## config.mk

```make
export PLATFORM = sky130hd
export DESIGN_NAME = mipi_lane_byte_tx
export DESIGN_NICKNAME = d
export VERILOG_FILES = /design/src/rtl/mipi_lane_byte_tx.sv
export SDC_FILE = /design/constraint.sdc
export NUM_CORES = 1
export LEC_CHECK = 0
export BUFFER_PORTS_ARGS = -buffer_cell sky130_fd_sc_hd__clkbuf_2
export CORE_MARGIN = 1.5
export CORE_UTILIZATION = 50
export DETAILED_ROUTE_END_ITERATION = 16
export GPL_ROUTABILITY_DRIVEN = 0
export HOLD_SLACK_MARGIN = 0.05
export PLACE_DENSITY = 0.74
export SLEW_MARGIN = 5
export SYNTH_ARGS = -nofsm -noshare
export SYNTH_HDL_FRONTEND = slang
export SYNTH_SLANG_ARGS = --single-unit
```

## constraint.sdc

```tcl
create_clock -name clk_i -period 3.2 [get_ports clk_i]
set_input_delay 0.32 -clock clk_i [delete_from_list [all_inputs] [get_ports clk_i]]
set_output_delay 0.32 -clock clk_i [all_outputs]
set_load 0.01 [all_outputs]
```

## src/rtl/mipi_lane_byte_tx.sv

```systemverilog
// MIPI HS lane byte framer: HS-zero preamble, 0xB8 sync, payload, trailer, one GAP cycle.
// Latency: a byte transferred in cycle c is on byte_o in cycle c+1; all outputs except data_ready_o are registered.
// Backpressure: data_ready_o is high in SYNC and in DATA until the last byte is taken; a missing byte truncates the packet.
//
// Ports:
//   clk_i, reset_i         byte clock; synchronous active-low reset
//   data_i / data_valid_i / data_last_i / data_ready_o   payload stream
//   byte_o, hs_active_o    lane byte (LSB first on the wire) and HS-mode flag
//   underrun_o             one-cycle pulse when payload runs dry mid-packet
//   pkt_count_o            16-bit count of framed packets (only with MIPI_TX_PKT_COUNT_EN)
//
// Optional feature macro: MIPI_TX_PKT_COUNT_EN
module mipi_lane_byte_tx #(
  parameter int HS_ZERO_BYTES = 4,
  parameter int TRAILER_BYTES = 2
) (
  input  logic        clk_i,
  input  logic        reset_i,
  input  logic [7:0]  data_i,
  input  logic        data_valid_i,
  input  logic        data_last_i,
  output logic        data_ready_o,
  output logic [7:0]  byte_o,
  output logic        hs_active_o,
  output logic        underrun_o
`ifdef MIPI_TX_PKT_COUNT_EN
  ,
  output logic [15:0] pkt_count_o
`endif
);

  typedef enum logic [2:0] {
    IDLE,
    HS_ZERO,
    SYNC,
    DATA,
    TRAILER,
    GAP
  } state_t;

  localparam logic [3:0] HS_LAST   = 4'(HS_ZERO_BYTES - 1);
  localparam logic [3:0] TR_LAST   = 4'(TRAILER_BYTES - 1);
  localparam logic [7:0] SYNC_BYTE = 8'hB8;

  state_t     state;
  logic [3:0] cnt;
  // bit 7 of the most recent sync/data byte put on the lane
  logic       last_bit;
  // set once the last payload byte has been taken; DATA then shows that byte
  // for its cycle with ready low before moving on to the trailer
  logic       last_done;
  logic       xfer;

  assign data_ready_o = (state == SYNC) || ((state == DATA) && !last_done);
  assign xfer         = data_valid_i && data_ready_o;

  always_ff @(posedge clk_i) begin
    if (!reset_i) begin
      state       <= IDLE;
      cnt         <= 4'd0;
      last_bit    <= 1'b0;
      last_done   <= 1'b0;
      byte_o      <= 8'h00;
      hs_active_o <= 1'b0;
      underrun_o  <= 1'b0;
`ifdef MIPI_TX_PKT_COUNT_EN
      pkt_count_o <= 16'd0;
`endif
    end else begin
      underrun_o <= 1'b0;
      case (state)
        IDLE: begin
          // the byte that wakes us is left on data_i for SYNC to take
          if (data_valid_i) begin
            state       <= HS_ZERO;
            cnt         <= 4'd0;
            byte_o      <= 8'h00;
            hs_active_o <= 1'b1;
          end
        end
        HS_ZERO: begin
          if (cnt == HS_LAST) begin
            state    <= SYNC;
            cnt      <= 4'd0;
            byte_o   <= SYNC_BYTE;
            last_bit <= SYNC_BYTE[7];
          end else begin
            cnt <= cnt + 4'd1;
          end
        end
        SYNC, DATA: begin
          if (xfer) begin
            state     <= DATA;
            byte_o    <= data_i;
            last_bit  <= data_i[7];
            last_done <= data_last_i;
          end else begin
            // either the last byte has already gone out, or we starved;
            // both close the packet with the trailer
            state      <= TRAILER;
            cnt        <= 4'd0;
            byte_o     <= {8{~last_bit}};
            last_done  <= 1'b0;
            underrun_o <= data_ready_o;
          end
        end
        TRAILER: begin
          if (cnt == TR_LAST) begin
            state       <= GAP;
            cnt         <= 4'd0;
            byte_o      <= 8'h00;
            hs_active_o <= 1'b0;
`ifdef MIPI_TX_PKT_COUNT_EN
            pkt_count_o <= pkt_count_o + 16'd1;
`endif
          end else begin
            cnt <= cnt + 4'd1;
          end
        end
        GAP: begin
          state <= IDLE;
          cnt   <= 4'd0;
        end
        default: begin
          state       <= IDLE;
          cnt         <= 4'd0;
          byte_o      <= 8'h00;
          hs_active_o <= 1'b0;
        end
      endcase
    end
  end

endmodule

```

Word level (Yosys, flattened, before mapping):

Index checks and enable logic that the tools add are counted.

* word-level logic and storage cells: 61
* RAM bits: 0
* latch bits: 0
* output and inout port bits: 11
* input port bits: 12
* memories kept: 0
* bits in registers: 19
* bits in read-only memories: 0

* multiply operators: 0
* divide/modulo/power cells: 0
* eq/ne operators: 12
* reductions and logical operators: 14
* shifts and indexed selects: 0
* magnitude comparators: 0
* add/sub/neg operators: 1
* multiplexer cells: 22
* bitwise operators: 5

Operator list (number)
* one-hot mux 8 bit (5 select lines): 1
* two-way mux 8 bit: 4
* two-way mux 4 bit: 4
* one-hot mux 4 bit (4 select lines): 1
* two-way mux 3 bit: 4
* one-hot mux 3 bit (4 select lines): 1
* inequality test 2 bit (second input constant): 5
* AND reduction 3 bit: 3
* equality test 3 x 2 -> 1 bit (second input constant): 2
* equality test 3 bit (second input constant): 2
* two-way mux 1 bit: 5
* inverter 1 bit: 5
* adder 4 x 1 -> 4 bit (second input constant): 1
* equality test 4 x 1 -> 1 bit (second input constant): 1
* equality test 4 x 2 -> 1 bit (second input constant): 1
* AND reduction 4 bit: 1
* OR reduction 4 bit: 1
* equality test 3 x 1 -> 1 bit (second input constant): 1
* zero test 3 bit: 1
* one-hot mux 1 bit (3 select lines): 1
* OR reduction 3 bit: 1
* logical AND 1 bit: 2
* one-hot mux 1 bit (2 select lines): 1
* AND reduction 2 bit: 1
* other kinds (4): 4

Longest topological paths before layout:

Gate-level depths: netlist (run 1).

* word-level depth: 6
* mapped depth: 6
* depth with buffers taken out: 6

Worst setup path before layout (run 1):

No wires, ideal clock.

* path kind: register to register
* start: register cnt[0]
* end: register byte_o[2]
* library setup time: 0.130 ns
* required time: 3.070 ns
* stages on the path, launching flop included: 6
* slack: 1.710 ns
* path buffers: 0
* clock period less this slack: 1.490 ns
* arrival time: 1.360 ns
* cells stage by stage: dfxtp_1 ha_1 or3b_4 o22ai_2 a21o_4 o22ai_1

* cells in the longest elaborated chain, start to end: 3
* elaborated cells between the ends (all ways): 5
* classes of those cells: eq/ne: 4; reduce/logical: 1

RTL lines
* start: declaration: RTL line 46 `logic [3:0] cnt;`
* start signal: assignment: RTL line 88 `cnt <= cnt + 4'd1;`
* start signal: assignment: RTL line 117 `cnt <= cnt + 4'd1;`
* equality test 4 x 1 -> 1 bit or equality test 4 x 2 -> 1 bit (tied branches): RTL line 108, 82
* inequality test 2 bit (no source line)
* AND reduction 4 bit (no source line) (*)
* end signal: assignment: RTL line 94 `byte_o <= data_i;`
* end signal: assignment: RTL line 102 `byte_o <= {8{~last_bit}};`
* end: declaration: RTL line 23 `output logic [7:0] byte_o,`

Mark *: on every way between the ends. The rest lies on a longest branch, timed or not.
A chain may end at the register's enable or synchronous reset.

Worst setup path after layout (run 1):

* start: register state[2]
* end: output port data_ready_o

* cells in the longest elaborated chain, start to end: 3
* elaborated cells between the ends (all ways): 4
* classes of those cells: eq/ne: 2; reduce/logical: 2

RTL lines
* start: declaration: RTL line 45 `state_t state;`
* start signal: assignment: RTL line 59 `state <= IDLE;`
* start signal: assignment: RTL line 75 `state <= HS_ZERO;`
* start signal: assignment: RTL line 83 `state <= SYNC;`
* equality test 3 x 2 -> 1 bit: RTL line 54 `assign data_ready_o = (state == SYNC) || ((state == DATA) && !last_done);`
* logical AND 1 bit: RTL line 54
* logical OR 1 bit (*): RTL line 54
* end: declaration: RTL line 22 `output logic data_ready_o,`

Marks and branches as above.

==> results of run 1 <==
-- Yosys cell counts (2+ instances only) --
cell type	number	share of area, %
a31oi_1	4	2.3
clkbuf_1	2	0.70
and3_1	2	1.2
buf_4	2	1.4
dfxtp_1	19	35
a21oi_1	9	4.2
o211ai_1	3	2.1
o22ai_1	4	2.3
o21a_1	5	3.5
nor2_1	4	1.4
nor3b_2	2	2.3
and2b_1	2	1.4
ha_1	3	3.5
nand2b_4	2	2.6
and2_1	2	1.2
nand3_1	7	3.3
inv_1	5	1.7
nand2b_1	3	1.7
nor3_1	2	0.93
nand2_1	9	3.1
-- cell families (layout without fill, tap and decap cells) --
family                   Yosys count  in the layout
AO/OA/AOI/OAI                     39             39
adder cells (fa/ha/maj)            3              3
buffers and inverters             11             31
flip-flops                        19             19
multiplexers                       1              1
AND/OR/NAND/NOR                   43             43
-- how the worst max path moves through the flow --
| stage | slack [ns] | cells past startpoint | startpoint | endpoint |
|---|---|---|---|---|
| 2_1_floorplan | 1.71 | 5 | cnt[0] | byte_o[2] |
| 3_3_place_gp | 1.55 | 4 | state[2] | last_bit |
| 3_5_place_dp | 1.54 | 4 | state[2] | last_bit |
| 4_1_cts | 1.42 | 3 | state[2] | data_ready_o |
| 5_1_grt | 1.32 | 3 | state[1] | data_ready_o |
| 6_report | 1.43 | 3 | state[2] | data_ready_o |
-- layer usage --
layer | vias up | global-route usage (%) | routed length (µm)
li1 | 469 | - | -
met1 | 452 | 25.9 | 1070
met2 | 17 | 38.5 | 1190
met3 | 6 | 4.91 | 80
met4 | 0 | 9.26 | 31
met5 | - | 0 | 0
-- worst register-to-register path, stage by stage, from the launching register on --
cell,delay (ns)
dfxtp_1,0.67
and2b_1,0.31
and2_1,0.22
a21o_1,0.19
o221a_1,0.21
-- report_power, final --
group          total [W]  switching [W]  leakage (nW)  internal (W)
clock           0.000125      0.0000768        0.0150     0.0000486
sequential      0.000296      0.0000330         0.155      0.000263
combinational   0.000186      0.0000971         0.309     0.0000891
total           0.000608       0.000207         0.479      0.000401
-- final cells by class --
| cell class | count | area, µm² |
|---|---|---|
| Multi-Input combinational cell | 86 | 639 |
| Fill cell | 179 | 793 |
| Tap cell | 27 | 33.8 |
| Sequential cell | 19 | 380 |
| Timing Repair Buffer | 22 | 110 |
| Inverter | 5 | 18.8 |
| Clock buffer | 4 | 26.3 |
-- placed cells by master (no fill, tap or decap), types with 2 or more instances in the layout --
| master | count |
|---|---|
| o21a_1 | 5 |
| o22ai_1 | 4 |
| and2_1 | 2 |
| nor3b_2 | 2 |
| and2b_1 | 2 |
| dfxtp_1 | 19 |
| ha_1 | 3 |
| nor3_1 | 2 |
| o211ai_1 | 3 |
| nand2_1 | 9 |
| clkbuf_2 | 22 |
| a21oi_1 | 9 |
| nand2b_4 | 2 |
| and3_1 | 2 |
| clkbuf_4 | 3 |
| a31oi_1 | 4 |
| inv_1 | 5 |
| nor2_1 | 4 |
| nand2b_1 | 3 |
| nand3_1 | 7 |
-- through the flow --
stage,total power (W),instances,cell area (µm²),setup WS [ns],util [%]
floorplan,0.000438,116,1080,1.71,-
global placement,0.000482,159,1180,1.55,59.1
detailed placement,0.000486,159,1180,1.54,59.1
CTS,0.000611,163,1210,1.42,60.4
global route,0.000644,163,1210,1.32,60.4
finish,0.000608,163,1210,1.43,60.4
-- flip-flops by register name, summed over array words and instances, names as in the netlist --
signal       flops
cnt              4
last_done        1
underrun_o       1
hs_active_o      1
last_bit         1
state            3
byte_o           8
==> results.json, run 1 <==
{
  "postCtsHoldBufs": 0,
  "grt_pass1_wl_um": 4110,
  "rsz0062_at_grt": "false",
  "syn_nets": 131,
  "cpPeakStageDelay_ns": 0.67,
  "grt_pass1_vias": 930,
  "synth_fa_ha_area_share_pct": 3.48,
  "post_cts_buffers": 0,
  "clk_latency_ns": 0.30,
  "setup-violations-final": 0,
  "cp-start-kind": "register",
  "outcome": "finished clean",
  "worstHoldEndpoint": "last_done",
  "die_h_um": 49.4,
  "whs_ns": 0.255,
  "crit_buf_inv": 1,
  "r2r_cells": 4,
  "fin_tns_setup_ns": 0,
  "post-route-period-util_pct": 55.2,
  "ir_worst_vdd_v": 0.000289,
  "die-area_um2": 2440,
  "drt-initial-drc-count": 16,
  "r2r_slack_ns": 1.51,
  "setup.worst_path.class": "reg -> out",
  "worst_ep_required_time_ns": 2.88,
  "numCtsBuffers": 3,
  "synth_simple_gate_area_share_pct": 25.1,
  "grtUsageTotal_pct": 22.1,
  "syn-instance-count": 116,
  "portBuffers": 22,
  "synthFlopType": "dfxtp_1",
  "drv_slew": 0,
  "synth.distinct_cells": 45,
  "crit_fanout": 11,
  "max_freq_ghz": 0.566,
  "ys_async_sr_fraction_pct": 0,
  "cts_tree": "done",
  "ys_warn_count": 0,
  "crit_family": "flip-flops",
  "synth_edf_count": 0,
  "viasPerCell": 5.79,
  "worstReg2RegEnd": "last_bit",
  "grt_remaining_overflow": 0,
  "rows": 16,
  "routed-via-count": 944,
  "max-cap-violations": 0,
  "syn2layout_area_growth_pct": 12.2,
  "ctsResizeCount": 0,
  "syn-cell-area_um2": 1080,
  "tightest_slew_ns": 0.526,
  "grt_max_degree": 15,
  "min_period_ns": 1.77,
  "hp-class": "in -> reg",
  "min_from": "data_last_i",
  "cts_buffer_depth": 2,
  "reg2reg_from": "state[2]",
  "start_util_pct": 53.8,
  "final_layout_size_suffix_gt1_share_pct": 27.2,
  "cts_root_buf": "clkbuf_4",
  "first_pass_iters": 4,
  "crit_slowest_cell": "dfxtp_1",
  "arrival_ns": 1.45,
  "wl_per_cell_um": 14.5,
  "timing.final.hold_violations": 0,
  "yosysSeqAreaShare_pct": 35.3,
  "clk_pin_slew_ns": 0.11,
  "antenna_found_initial": 0,
  "layout.nets": 152,
  "worstHoldPathCells": 3,
  "core_area_um2": 2000,
  "dp_hpwl_um": 1710,
  "synthXorXnorAreaFrac_pct": 0,
  "path_cells": "nand2b_4 > a21oi_1 > clkbuf_2",
  "p_per_area_nw_per_um2": 503,
  "drt_drc_violations_left": 0,
  "synth_mux_area_share_pct": 0.929,
  "slew_headroom_pct": 64.9,
  "synth-compound-area-share_pct": 29.8,
  "power_leakage_nw": 0.479,
  "synth_top_family_by_area": "compound AO/OA/AOI/OAI gates",
  "ys_ff_latch": 19,
  "synth.avg_cell_area_um2": 9.29,
  "cts.sinks": 19,
  "antenna_left": 0,
  "finalClockSkew_ns": 0.00134,
  "wirelength_um": 2370,
  "htreeDepth": 1,
  "die_w_um": 49.4,
  "cp-end-kind": "output port",
  "io_pins": 23,
  "n_antenna_cell": 0
}
Note: power is estimated with default switching activity, not from simulation.
==> inputs of run 2 (changes only) <==
--- a/config.mk
+++ b/config.mk
@@ -7,11 +7,11 @@
 export LEC_CHECK = 0
 export BUFFER_PORTS_ARGS = -buffer_cell sky130_fd_sc_hd__clkbuf_2
 export CORE_MARGIN = 1.5
-export CORE_UTILIZATION = 50
+export CORE_UTILIZATION = 47
 export DETAILED_ROUTE_END_ITERATION = 16
 export GPL_ROUTABILITY_DRIVEN = 0
 export HOLD_SLACK_MARGIN = 0.05
-export PLACE_DENSITY = 0.74
+export PLACE_DENSITY = 0.73
 export SLEW_MARGIN = 5
 export SYNTH_ARGS = -nofsm -noshare
 export SYNTH_HDL_FRONTEND = slang
==> constraint.sdc (replaced) <==
create_clock -name clk_i -period 1.4 [get_ports clk_i]
set_input_delay 0.14 -clock clk_i [delete_from_list [all_inputs] [get_ports clk_i]]
set_output_delay 0.14 -clock clk_i [all_outputs]
set_load 0.01 [all_outputs]
==> results.json, run 2 (synthesis results as in run 1) <==
{
  "grt_remaining_overflow": 0,
  "postCtsHoldBufs": 0,
  "power_leakage_nw": 0.594,
  "drv_slew": 0,
  "clk_pin_slew_ns": 0.13,
  "start_util_pct": 49.2,
  "setup.worst_path.class": "reg -> reg",
  "crit_path_start": "cnt[1]",
  "finalClockSkew_ns": 0.0156,
  "antenna_left": 0,
  "die-area_um2": 2590,
  "max_freq_ghz": 0.673,
  "grt_max_degree": 14,
  "timing.final.hold_violations": 0,
  "wl_per_cell_um": 14.2,
  "grt_pass1_wl_um": 4280,
  "stdcell_count": 183,
  "die_h_um": 50.9,
  "p_per_area_nw_per_um2": 1070,
  "syn2layout_area_growth_pct": 31.1,
  "core_area_um2": 2190,
  "io_pins": 23,
  "first_pass_iters": 4,
  "drt-initial-drc-count": 33,
  "rows": 17,
  "max-cap-violations": 0,
  "grtUsageTotal_pct": 22.0,
  "clk_latency_ns": 0.31,
  "layout_commonest_cell": "clkbuf_2",
  "htreeDepth": 1,
  "grt_pass1_vias": 992,
  "die_w_um": 50.9,
  "worst_ep_required_time_ns": 1.59,
  "reg2reg_from": "cnt[1]",
  "arrival_ns": 1.68,
  "switching_power_w": 0.000518,
  "largest_reg_flops": 8,
  "clkPwrFrac_pct": 19.3,
  "regMostFlops": "byte_o",
  "rsz0062_at_grt": "true",
  "seqPwrFrac_pct": 44.4,
  "setup-violations-final": 12,
  "slew_headroom_pct": 77.6,
  "cp-end-kind": "register",
  "min_from": "data_last_i",
  "cts_tree": "done",
  "ir_worst_vdd_v": 0.000781,
  "drt_drc_violations_left": 0,
  "tightest_slew_ns": 0.336,
  "routed-via-count": 1041,
  "outcome": "finished with violations",
  "multi_input_area_um2": 683,
  "dp_slack_ns": -0.0856,
  "setup_ws_ns": -0.0851,
  "hp-class": "in -> reg",
  "portBuffers": 22,
  "most-common-layout-cells": "21 x clkbuf_2, 18 x buf_4, 14 x dfxtp_1, 9 x nand2_1, 8 x a21oi_1",
  "cts_root_buf": "clkbuf_4",
  "seq_area_um2": 392,
  "numCtsBuffers": 3,
  "violations": "setup timing",
  "cts.sinks": 19,
  "viasPerCell": 5.69,
  "post-route-period-util_pct": 106,
  "pwr-share-comb_pct": 36.3,
  "min_period_ns": 1.49,
  "cts_buffer_depth": 2,
  "fillers": 193,
  "cp-start-kind": "register",
  "antenna_found_initial": 0,
  "final_layout_size_suffix_gt1_share_pct": 43.2,
  "power.share.switching_pct": 34.4,
  "layout.nets": 171,
  "dp_cells": 176,
  "crit_fanout": 8,
  "n_antenna_cell": 0,
  "p_int_w": 0.000989,
  "top_regs": "byte_o x8, cnt x4, state x3",
  "dp_hpwl_um": 1950,
  "wirelength_um": 2610
}
run 2: worst paths after layout:
kind | cells after the start | end | slack, ns
worst min-delay path | 3 | last_done | 0.07
worst max-delay path | 6 | byte_o[2] | -0.09
worst max register to register | 6 | byte_o[2] | -0.09
worst min register to register | 2 | byte_o[2] | 0.47
run 2: worst max-delay path, stage by stage, from the launching register on:
cell	delay [ns]
dfxtp_2	0.35
inv_2	0.06
ha_4	0.11
or3b_4	0.41
o22ai_2	0.18
a21o_4	0.19
o22ai_1	0.08
run 2: metal layers:
layer,up-vias,track usage [%],share of wire [%]
met2,45,37.7,49
li1,504,-,-
met3,5,4.09,6.9
met5,-,0,0
met4,0,8.11,1.2
met1,487,27.4,43
run 2: power by group through the flow:
stage | Sequential (W) | Clock [W] | Combinational, W
final | 0.000669 | 0.000291 | 0.000547
after detailed placement | 0.000676 | 0 | 0.000517
after floorplan | 0.000675 | 0 | 0.000344
after global routing | 0.000679 | 0.000314 | 0.000590
after global placement | 0.000672 | 0 | 0.000501
after CTS | 0.000668 | 0.000295 | 0.000528
run 2: what timing repair did:
item,4_1_cts,5_1_grt
pin swaps,4,2
setup endpoints to repair,15,16
setup buffers,1,2
resized for setup,5,5
cloned,0,0
run 2: cell type report:
class | count | share of cell area, %
inverters | 5 | 1.33
flip-flops and latches | 19 | 27.7
well taps | 28 | 2.48
repair buffers | 41 | 18.2
multi-input cells | 86 | 48.4
clock inverters | 1 | 0.354
clock buffers | 3 | 1.59
run 2: per-stage QoR:
step           hold WS (ns)  setup TNS [ns]  instance area [µm²]  util, %  power [W]
2_1_floorplan         0.282         -0.0695                 1110        -    0.00102
3_3_place_gp          0.380          -0.452                 1330     60.8    0.00117
3_5_place_dp          0.392          -0.732                 1330     60.8    0.00119
4_1_cts              0.0763          -0.730                 1380     62.9    0.00149
5_1_grt               0.127           -1.51                 1410     64.5    0.00158
6_report             0.0711          -0.675                 1410     64.5    0.00151
